### src/rtl/m68k_bus_bridge.sv
// -----------------------------------------------------------------------------
// m68k_bus_bridge
//
// Purpose:
//   Bridges the asynchronous 68000 CPU bus (AS/UDS/LDS/RW/DTACK/BERR) onto the
//   single-clock request/acknowledge bus of the boot/SRAM memory stage. CPU
//   strobes are brought in through two-flop synchronisers, the address and
//   write data are latched when a cycle starts, a clean active-low byte-strobe
//   pair is presented downstream, and read data plus DTACK are returned to the
//   CPU.
//
// Configuration macro:
//   BUS_TIMEOUT_EN - when defined, a watchdog counts ACCESS cycles without
//                    ack_i and ends the cycle with a CPU bus error after
//                    TIMEOUT cycles. When undefined there is no counter, no
//                    BERR state, cpu_berr_n_o is tied high and ACCESS waits
//                    for ack_i indefinitely.
//
// Parameters:
//   TIMEOUT          ACCESS cycles without ack_i before bus error.
//
// Ports:
//   clk_i            system clock (single domain)
//   reset_n_i        synchronous active-low reset
//   cpu_addr_i       CPU A[23:1]
//   cpu_data_in_i    CPU write data
//   cpu_data_out_o   read data towards the CPU pads
//   cpu_data_oe_o    1 = bridge drives the CPU data bus
//   cpu_as_n_i       raw asynchronous CPU address strobe
//   cpu_uds_n_i      raw asynchronous CPU upper data strobe
//   cpu_lds_n_i      raw asynchronous CPU lower data strobe
//   cpu_rw_i         raw asynchronous CPU read/write (1 = read)
//   cpu_dtack_n_o    data acknowledge to the CPU, active-low
//   cpu_berr_n_o     bus error to the CPU, active-low
//   addr_o           downstream byte address {cpu_addr, 1'b0}
//   data_write_o     latched write data
//   data_read_i      downstream read data
//   uds_o, lds_o     downstream byte strobes, active-low (11 = idle)
//   rw_o             downstream direction (1 = read)
//   ack_i            downstream completion, honoured in ACCESS only
// -----------------------------------------------------------------------------
module m68k_bus_bridge #(
  parameter int unsigned TIMEOUT = 1023
) (
  input  logic        clk_i,
  input  logic        reset_n_i,
  input  logic [22:0] cpu_addr_i,
  input  logic [15:0] cpu_data_in_i,
  output logic [15:0] cpu_data_out_o,
  output logic        cpu_data_oe_o,
  input  logic        cpu_as_n_i,
  input  logic        cpu_uds_n_i,
  input  logic        cpu_lds_n_i,
  input  logic        cpu_rw_i,
  output logic        cpu_dtack_n_o,
  output logic        cpu_berr_n_o,
  output logic [23:0] addr_o,
  output logic [15:0] data_write_o,
  input  logic [15:0] data_read_i,
  output logic        uds_o,
  output logic        lds_o,
  output logic        rw_o,
  input  logic        ack_i
);

  typedef enum logic [1:0] {
    ST_IDLE   = 2'd0,
    ST_ACCESS = 2'd1,
`ifdef BUS_TIMEOUT_EN
    ST_DTACK  = 2'd2,
    ST_BERR   = 2'd3
`else
    ST_DTACK  = 2'd2
`endif
  } state_e;

  // Synchroniser stages, bit order {as, uds, lds, rw}.
  logic [3:0]  meta_q;
  logic [3:0]  sync_q;
  logic        as_s;
  logic        uds_s;
  logic        lds_s;
  logic        rw_s;

  state_e      state_q;
  state_e      state_d;
  logic [23:0] addr_q;
  logic [23:0] addr_d;
  logic [15:0] data_write_q;
  logic [15:0] data_write_d;
  logic [15:0] data_out_q;
  logic [15:0] data_out_d;
  logic        rw_q;
  logic        rw_d;
  logic        uds_q;
  logic        uds_d;
  logic        lds_q;
  logic        lds_d;
  logic        dtack_n_q;
  logic        dtack_n_d;
  logic        oe_q;
  logic        oe_d;

`ifdef BUS_TIMEOUT_EN
  localparam int unsigned CNT_W = $clog2(TIMEOUT + 1);
  logic [CNT_W-1:0] cnt_q;
  logic [CNT_W-1:0] cnt_d;
  logic             berr_n_q;
  logic             berr_n_d;
`else
  // Without the watchdog TIMEOUT has no function; keep it referenced.
  logic [31:0] timeout_unused;
  assign timeout_unused = TIMEOUT;
`endif

  assign as_s  = sync_q[3];
  assign uds_s = sync_q[2];
  assign lds_s = sync_q[1];
  assign rw_s  = sync_q[0];

  // Two-flop synchronisers for the asynchronous CPU strobes (idle high).
  always_ff @(posedge clk_i) begin
    if (!reset_n_i) begin
      meta_q <= 4'hF;
      sync_q <= 4'hF;
    end else begin
      meta_q <= {cpu_as_n_i, cpu_uds_n_i, cpu_lds_n_i, cpu_rw_i};
      sync_q <= meta_q;
    end
  end

  // Next-state and registered-output computation for the bridge FSM.
  always_comb begin
    state_d      = state_q;
    addr_d       = addr_q;
    data_write_d = data_write_q;
    data_out_d   = data_out_q;
    rw_d         = rw_q;
    uds_d        = uds_q;
    lds_d        = lds_q;
    dtack_n_d    = dtack_n_q;
    oe_d         = oe_q;
`ifdef BUS_TIMEOUT_EN
    cnt_d        = cnt_q;
    berr_n_d     = berr_n_q;
`endif

    case (state_q)
      ST_IDLE: begin
        dtack_n_d = 1'b1;
        oe_d      = 1'b0;
`ifdef BUS_TIMEOUT_EN
        berr_n_d  = 1'b1;
`endif
        // An AS with both data strobes high is an address-only phase.
        if (!as_s && (!uds_s || !lds_s)) begin
          state_d      = ST_ACCESS;
          addr_d       = {cpu_addr_i, 1'b0};
          data_write_d = cpu_data_in_i;
          rw_d         = rw_s;
          uds_d        = uds_s;
          lds_d        = lds_s;
`ifdef BUS_TIMEOUT_EN
          cnt_d        = {CNT_W{1'b0}};
`endif
        end else begin
          state_d = ST_IDLE;
          uds_d   = 1'b1;
          lds_d   = 1'b1;
        end
      end

      ST_ACCESS: begin
        // CPU abort has priority: the CPU is no longer waiting for DTACK.
        if (as_s) begin
          state_d = ST_IDLE;
          uds_d   = 1'b1;
          lds_d   = 1'b1;
        end else if (ack_i) begin
          state_d   = ST_DTACK;
          uds_d     = 1'b1;
          lds_d     = 1'b1;
          dtack_n_d = 1'b0;
          oe_d      = rw_q;
          if (rw_q) begin
            data_out_d = data_read_i;
          end else begin
            data_out_d = data_out_q;
          end
        end
`ifdef BUS_TIMEOUT_EN
        // ack_i is tested first, so an ack on the terminal count still wins.
        else if (cnt_q == CNT_W'(TIMEOUT)) begin
          state_d  = ST_BERR;
          uds_d    = 1'b1;
          lds_d    = 1'b1;
          berr_n_d = 1'b0;
        end else begin
          cnt_d = cnt_q + CNT_W'(1);
        end
`else
        else begin
          state_d = ST_ACCESS;
        end
`endif
      end

      ST_DTACK: begin
        if (as_s) begin
          state_d   = ST_IDLE;
          dtack_n_d = 1'b1;
          oe_d      = 1'b0;
        end else begin
          state_d = ST_DTACK;
        end
      end

`ifdef BUS_TIMEOUT_EN
      ST_BERR: begin
        if (as_s) begin
          state_d  = ST_IDLE;
          berr_n_d = 1'b1;
        end else begin
          state_d = ST_BERR;
        end
      end
`endif

      default: begin
        state_d   = ST_IDLE;
        uds_d     = 1'b1;
        lds_d     = 1'b1;
        dtack_n_d = 1'b1;
        oe_d      = 1'b0;
`ifdef BUS_TIMEOUT_EN
        berr_n_d  = 1'b1;
`endif
      end
    endcase
  end

  // State and registered-output flops with synchronous reset.
  always_ff @(posedge clk_i) begin
    if (!reset_n_i) begin
      state_q      <= ST_IDLE;
      addr_q       <= 24'h000000;
      data_write_q <= 16'h0000;
      data_out_q   <= 16'h0000;
      rw_q         <= 1'b1;
      uds_q        <= 1'b1;
      lds_q        <= 1'b1;
      dtack_n_q    <= 1'b1;
      oe_q         <= 1'b0;
    end else begin
      state_q      <= state_d;
      addr_q       <= addr_d;
      data_write_q <= data_write_d;
      data_out_q   <= data_out_d;
      rw_q         <= rw_d;
      uds_q        <= uds_d;
      lds_q        <= lds_d;
      dtack_n_q    <= dtack_n_d;
      oe_q         <= oe_d;
    end
  end

`ifdef BUS_TIMEOUT_EN
  // Watchdog counter and bus-error output flops.
  always_ff @(posedge clk_i) begin
    if (!reset_n_i) begin
      cnt_q    <= {CNT_W{1'b0}};
      berr_n_q <= 1'b1;
    end else begin
      cnt_q    <= cnt_d;
      berr_n_q <= berr_n_d;
    end
  end

  assign cpu_berr_n_o = berr_n_q;
`else
  assign cpu_berr_n_o = 1'b1;
`endif

  assign addr_o         = addr_q;
  assign data_write_o   = data_write_q;
  assign cpu_data_out_o = data_out_q;
  assign cpu_data_oe_o  = oe_q;
  assign cpu_dtack_n_o  = dtack_n_q;
  assign rw_o           = rw_q;
  assign uds_o          = uds_q;
  assign lds_o          = lds_q;

endmodule
### config.mk
export PLATFORM = sky130hd
export DESIGN_NAME = m68k_bus_bridge
export DESIGN_NICKNAME = d
export VERILOG_FILES = /design/src/rtl/m68k_bus_bridge.sv
export SDC_FILE = /design/constraint.sdc
export NUM_CORES = 1
export LEC_CHECK = 0
export CORE_MARGIN = 1
export CORE_UTILIZATION = 39
export CTS_CLUSTER_DIAMETER = 50
export DETAILED_ROUTE_END_ITERATION = 10
export DONT_BUFFER_PORTS = 1
export GPL_TIMING_DRIVEN = 1
export PLACE_DENSITY = 0.56
export SYNTH_ARGS = -nofsm -noshare
export SYNTH_HDL_FRONTEND = slang
export SYNTH_SLANG_ARGS = --single-unit
### constraint.sdc
create_clock -name clk_i -period 2.05 [get_ports clk_i]
set_input_delay 0.5125 -clock clk_i [delete_from_list [all_inputs] [get_ports clk_i]]
set_output_delay 0.5125 -clock clk_i [all_outputs]
set_load 0.03 [all_outputs]
==> impl_metrics.yaml, run 1 <==
worst_setup_path:
  cp_max_fo: 16
  cp.required_ps: 2310
  crit_type: "reg -> reg"
  crit_path_end_kind: "flop"
  cp.arrival_ps: 1770
  start_kind: "flop"
yosys:
  ys_seq_area_share_pct: 54.1
  ys.flop_type: "dfxtp_1"
  ys.warnings.count: 0
  postSynthAreaPerCell_um2: 8.66
  synth_edf_count: 0
  synth-seq-cells: 70
  postSynthCellCount: 299
  yosysMostFrequentCell: "nand2_1"
  synthesis.area_um2: 2590
  yosysTopAreaCell: "dfxtp_1"
  async_flop_share_pct: 0
  netlist.area_leader.share_pct: 54.1
  yosys-top-cells-area: "dfxtp_1 54%, nand2_1 11%, nand3_1 7.7%"
  syn_nets: 361
  synth_common_cells: "74 x nand2_1, 70 x dfxtp_1, 40 x nand3_1"
  synth_cell_types: 26
die:
  die-area_um2: 6970
  dieHeight_um: 83.5
  pin_count: 124
  die_w_um: 83.5
  start_util_pct: 40.6
  core_area_um2: 6390
  rows: 29
grt:
  overflow: 0
  antenna_found_initial: 0
  grt_start_max_net_pins: 125
  grt_use_met3_pct: 7.42
  use_met1_pct: 16.3
  grtUsageTotal_pct: 14.2
  grt_first_pass_wirelength_um: 7850
  grt_use_met2_pct: 22.3
  busiest_layer: "met2"
  grt_pass1_vias: 1726
layout:
  finalNetCount: 347
  fillCellCount: 632
  final_layout_size_suffix_gt1_share_pct: 5.88
  fin_cells: 366
  area_growth_pct: 7.05
  antenna_cells: 0
clock_network:
  clock-sinks: 70
  cts_buffer_depth: 2
  cts_tree: "built"
  ctsResizeCount: 0
  h-tree-depth: 3
  cts_buffers: 9
  root_buffer: "clkbuf_8"
  insertion_delay_ps: 330
  ctsHoldBuffers: 0
  postCtsSetupBuffers: 0
  clk_pin_slew_worst_paths_ps: 70
sta:
  drv_slew: 0
  setup_violations: 0
  fmax_ghz: 0.663
  final_hold_viol_count: 0
  timing.final.crit_share_pct: 73.6
  period_minus_slack_ps: 1510
  rsz0062_at_grt: "false"
  fin_skew_ps: 4.45
  tns_ps: 0
drt:
  wirelength_um: 4860
  viasPerCell: 5.10
  drt_iter0_markers: 78
  ant_nets: 0
  vias: 1865
  drc_errors: 0
  dr.pass1.iters: 4
  post_drt_wl_per_cell_um: 13.3
placement:
  numPortBuffers: 0
  dpl.hpwl_um: 3050
  gp_congestion: 0.649
  place_inst: 351
power:
  power_leakage_nw: 0.930
  ir_worst_vdd_uv: 354
  power.density_nw_per_um2: 893
status:
  outcome: "finished, final reports clean"
hold_path:
  hold_path_class: "in -> reg"
run:
  cap_viol_max_count: 0
## flip-flops by register name, indices dropped and copies added, names as in the netlist
signal and flops:
addr_o 23, cpu_data_oe_o 1, cpu_data_out_o 16, cpu_dtack_n_o 1, data_write_o 16, lds_o 1, meta_q 4, rw_o 1
state_q 2, sync_q 4, uds_o 1
## power by group
part / internal (mW) / leakage, nW / switching, mW / total (mW)
clock network: 0.567 / 0.0958 / 0.457 / 1.02
logic: 0.0184 / 0.267 / 0.0229 / 0.0413
registers: 1.38 / 0.567 / 0.0335 / 1.41
total: 1.96 / 0.930 / 0.513 / 2.48
## routing by layer
layer  wire length, µm  vias up
met2              2160       86
met3               523        4
li1                  -      966
met1              2140      809
met5                 0        -
met4                44        0
## cells by family after synthesis
| kind of cell | after synthesis | synth area share [%] |
|---|---|---|
| AO/OA/AOI/OAI | 49 | 10.9 |
| buffers and inverters | 28 | 5.07 |
| flip-flops | 70 | 54.1 |
| multiplexers | 17 | 6.57 |
| other | 2 | 0.290 |
| AND/OR/NAND/NOR | 133 | 23.0 |
## layout by cell type, fill, tap and decap left out, drive strengths merged, types with 2 or more instances in the layout
master  count
nand2b      9
buf         2
nor2        3
nand2      74
a21oi       2
nand3      40
dfxtp      70
clkbuf     15
mux2i      17
o22a        2
nor2b       3
conb        2
nor4b       2
o21ai      41
## through the flow
| stage | util (%) | hold WS (ps) | setup slack (ps) | total power, mW | instance area (µm²) |
|---|---|---|---|---|---|
| 2_1_floorplan | - | 386 | 618 | 1.51 | 2590 |
| 3_3_place_gp | 40.5 | 394 | 569 | 1.48 | 2590 |
| 3_5_place_dp | 40.5 | 392 | 551 | 1.48 | 2590 |
| 4_1_cts | 43.4 | 239 | 537 | 2.53 | 2770 |
| 5_1_grt | 43.4 | 249 | 377 | 2.59 | 2770 |
| 6_report | 43.4 | 283 | 541 | 2.48 | 2770 |
## path summary, 6_finish.rpt
path          startpoint                end  slack, ps  depth (start not counted)
min          cpu_uds_n_i          meta_q[2]        280                          1
min reg2reg    meta_q[1]          sync_q[1]        410                          1
max           state_q[0]  cpu_data_out_o[5]        540                          4
max reg2reg   state_q[0]  cpu_data_out_o[5]        540                          4
## worst max-delay path: stages, from the launching register on
cell and delay (ps):
dfxtp_1 490, nor2b_2 280, and3_1 180, buf_4 270
mux2i_1 210
## cell type report
cell class | count | area [µm²] | share of cell area, %
clock buffer | 15 | 186 | 6.72
inverter | 1 | 3.75 | 0.135
timing repair buffer | 2 | 27.5 | 0.993
tap | 77 | 96.3 | 3.47
sequential | 70 | 1400 | 50.5
multi-input combinational | 201 | 1060 | 38.1
(Power assumes the default switching activity.)
==> run 2: changes to the inputs <==
==> constraint.sdc (replaced) <==
create_clock -name clk_i -period 1.6 [get_ports clk_i]
set_input_delay 0.4 -clock clk_i [delete_from_list [all_inputs] [get_ports clk_i]]
set_output_delay 0.4 -clock clk_i [all_outputs]
set_load 0.03 [all_outputs]
==> impl_metrics.yaml, run 2 (synthesized netlist as in run 1, its figures left out) <==
status:
  outcome: "finished, final reports clean"
clock_network:
  insertion_delay_ps: 330
  postCtsSetupBuffers: 0
  cts_buffers: 9
  cts_buffer_depth: 2
  ctsHoldBuffers: 0
  clock-sinks: 70
  h-tree-depth: 3
  root_buffer: "clkbuf_8"
  clk_pin_slew_worst_paths_ps: 70
  cts_tree: "built"
  ctsResizeCount: 0
drt:
  viasPerCell: 5.05
  post_drt_wl_per_cell_um: 12.8
  vias: 1873
  drc_errors: 0
  drt_iter0_markers: 65
  ant_nets: 0
  dr.pass1.iters: 4
  wirelength_um: 4750
sta:
  holdWs_ps: 155
  final_hold_viol_count: 0
  drv_slew: 0
  fin_ws_ps: 163
  period_minus_slack_ps: 1440
  fmax_ghz: 0.696
  setup_violations: 0
  rsz0062_at_grt: "false"
  timing.final.crit_share_pct: 89.8
  tns_ps: 0
  fin_skew_ps: 7.83
worst_setup_path:
  crit_path_end_kind: "flop"
  cp_max_fo: 47
  cp.required_ps: 1850
  slowest_stage: "a2111oi_4"
  crit_top_cell: "buf_12"
  reg2reg_from: "sync_q[3]"
  r2r_end: "data_write_o[9]"
  start_kind: "flop"
  crit_type: "reg -> reg"
  reg2reg_depth: 5
  cp.arrival_ps: 1690
  rrSetupSlack_ps: 160
  cpPeakStageDelay_ps: 420
  path_cells: "a2111oi_4 > buf_12 > buf_12 > nand3_1 > o21ai_0"
grt:
  antenna_found_initial: 0
  grt_first_pass_wirelength_um: 7890
  grt_start_max_net_pins: 125
  overflow: 0
  grt_pass1_vias: 1798
  grtUsageTotal_pct: 14.1
run:
  cap_viol_max_count: 0
placement:
  placed_area_um2: 2640
  numPortBuffers: 0
  place_ws_ps: 156
  gp_congestion: 0.683
  place_inst: 355
  dpl.hpwl_um: 3080
die:
  start_util_pct: 40.6
  dieHeight_um: 83.5
  rows: 29
  core_area_um2: 6390
  die-area_um2: 6970
  pin_count: 124
  die_w_um: 83.5
hold_path:
  hold-path-endpoint: "rw_o"
  min_from: "reset_n_i"
  whs_path_depth: 1
  hold_path_class: "in -> reg"
power:
  power.density_nw_per_um2: 1150
  ir_worst_vdd_uv: 566
  power_leakage_nw: 0.966
  power.total_mw: 3.27
layout:
  multiInputGateArea_um2: 1060
  final_common_cell: "nand2_1"
  final_cell_mix: "74 x nand2_1, 70 x dfxtp_1, 40 x nand3_1"
  area_growth_pct: 9.71
  seqCellArea_um2: 1400
  final_layout_size_suffix_gt1_share_pct: 7.82
  fillCellCount: 641
  largest_register_ffs: 23
  fin_cells: 371
  utilization_pct: 44.5
  antenna_cells: 0
  stdcell_area_um2: 2840
  finalNetCount: 351
run 2: changes by cell type in the layout (fill, tap and decap cells not counted):
| cell | delta |
|---|---|
| clkbuf_1 | -1 |
| buf_4 | +2 |
| clkinv_2 | +3 |
| clkbuf_8 | -2 |
| bufinv_16 | +1 |
| buf_12 | +2 |
run 2: how the worst max path moves through the flow:
stage / from / end / slack (ps)
2_1_floorplan: state_q[0] / rw_o / 170
5_1_grt: sync_q[3] / addr_o[22] / 40
3_3_place_gp: sync_q[3] / rw_o / 200
4_1_cts: sync_q[3] / addr_o[21] / 140
3_5_place_dp: sync_q[3] / addr_o[21] / 160
6_report: sync_q[3] / data_write_o[9] / 160
run 2: where the power goes:
group	leakage (nW)	total, mW	switching, mW	internal, mW
clock	0.106	1.40	0.604	0.798
combinational	0.293	0.0568	0.0304	0.0264
sequential	0.567	1.81	0.0422	1.77
run 2: area by class of cell:
class | count | share of cell area, %
tap | 77 | 3.39
sequential | 70 | 49.3
multi-input combinational | 201 | 37.2
inverter | 1 | 0.132
timing repair buffer | 6 | 2.91
clock inverter | 4 | 1.59
clock buffer | 12 | 5.46
run 2: worst max-delay path: cells and delay by family (launching register included):
family	cells	cell delay (ps)
AO/OA/AOI/OAI	2	490
buffers and inverters	2	410
flip-flops	1	370
AND/OR/NAND/NOR	1	80
run 2: layer usage:
| metal | up-vias | global-route usage (%) | part of all wire, % |
|---|---|---|---|
| met5 | - | 0 | 0 |
| met4 | 0 | 7.40 | 0.59 |
| met3 | 4 | 5.44 | 10 |
| met2 | 92 | 23.5 | 45 |
| met1 | 805 | 15.6 | 44 |
| li1 | 972 | - | - |
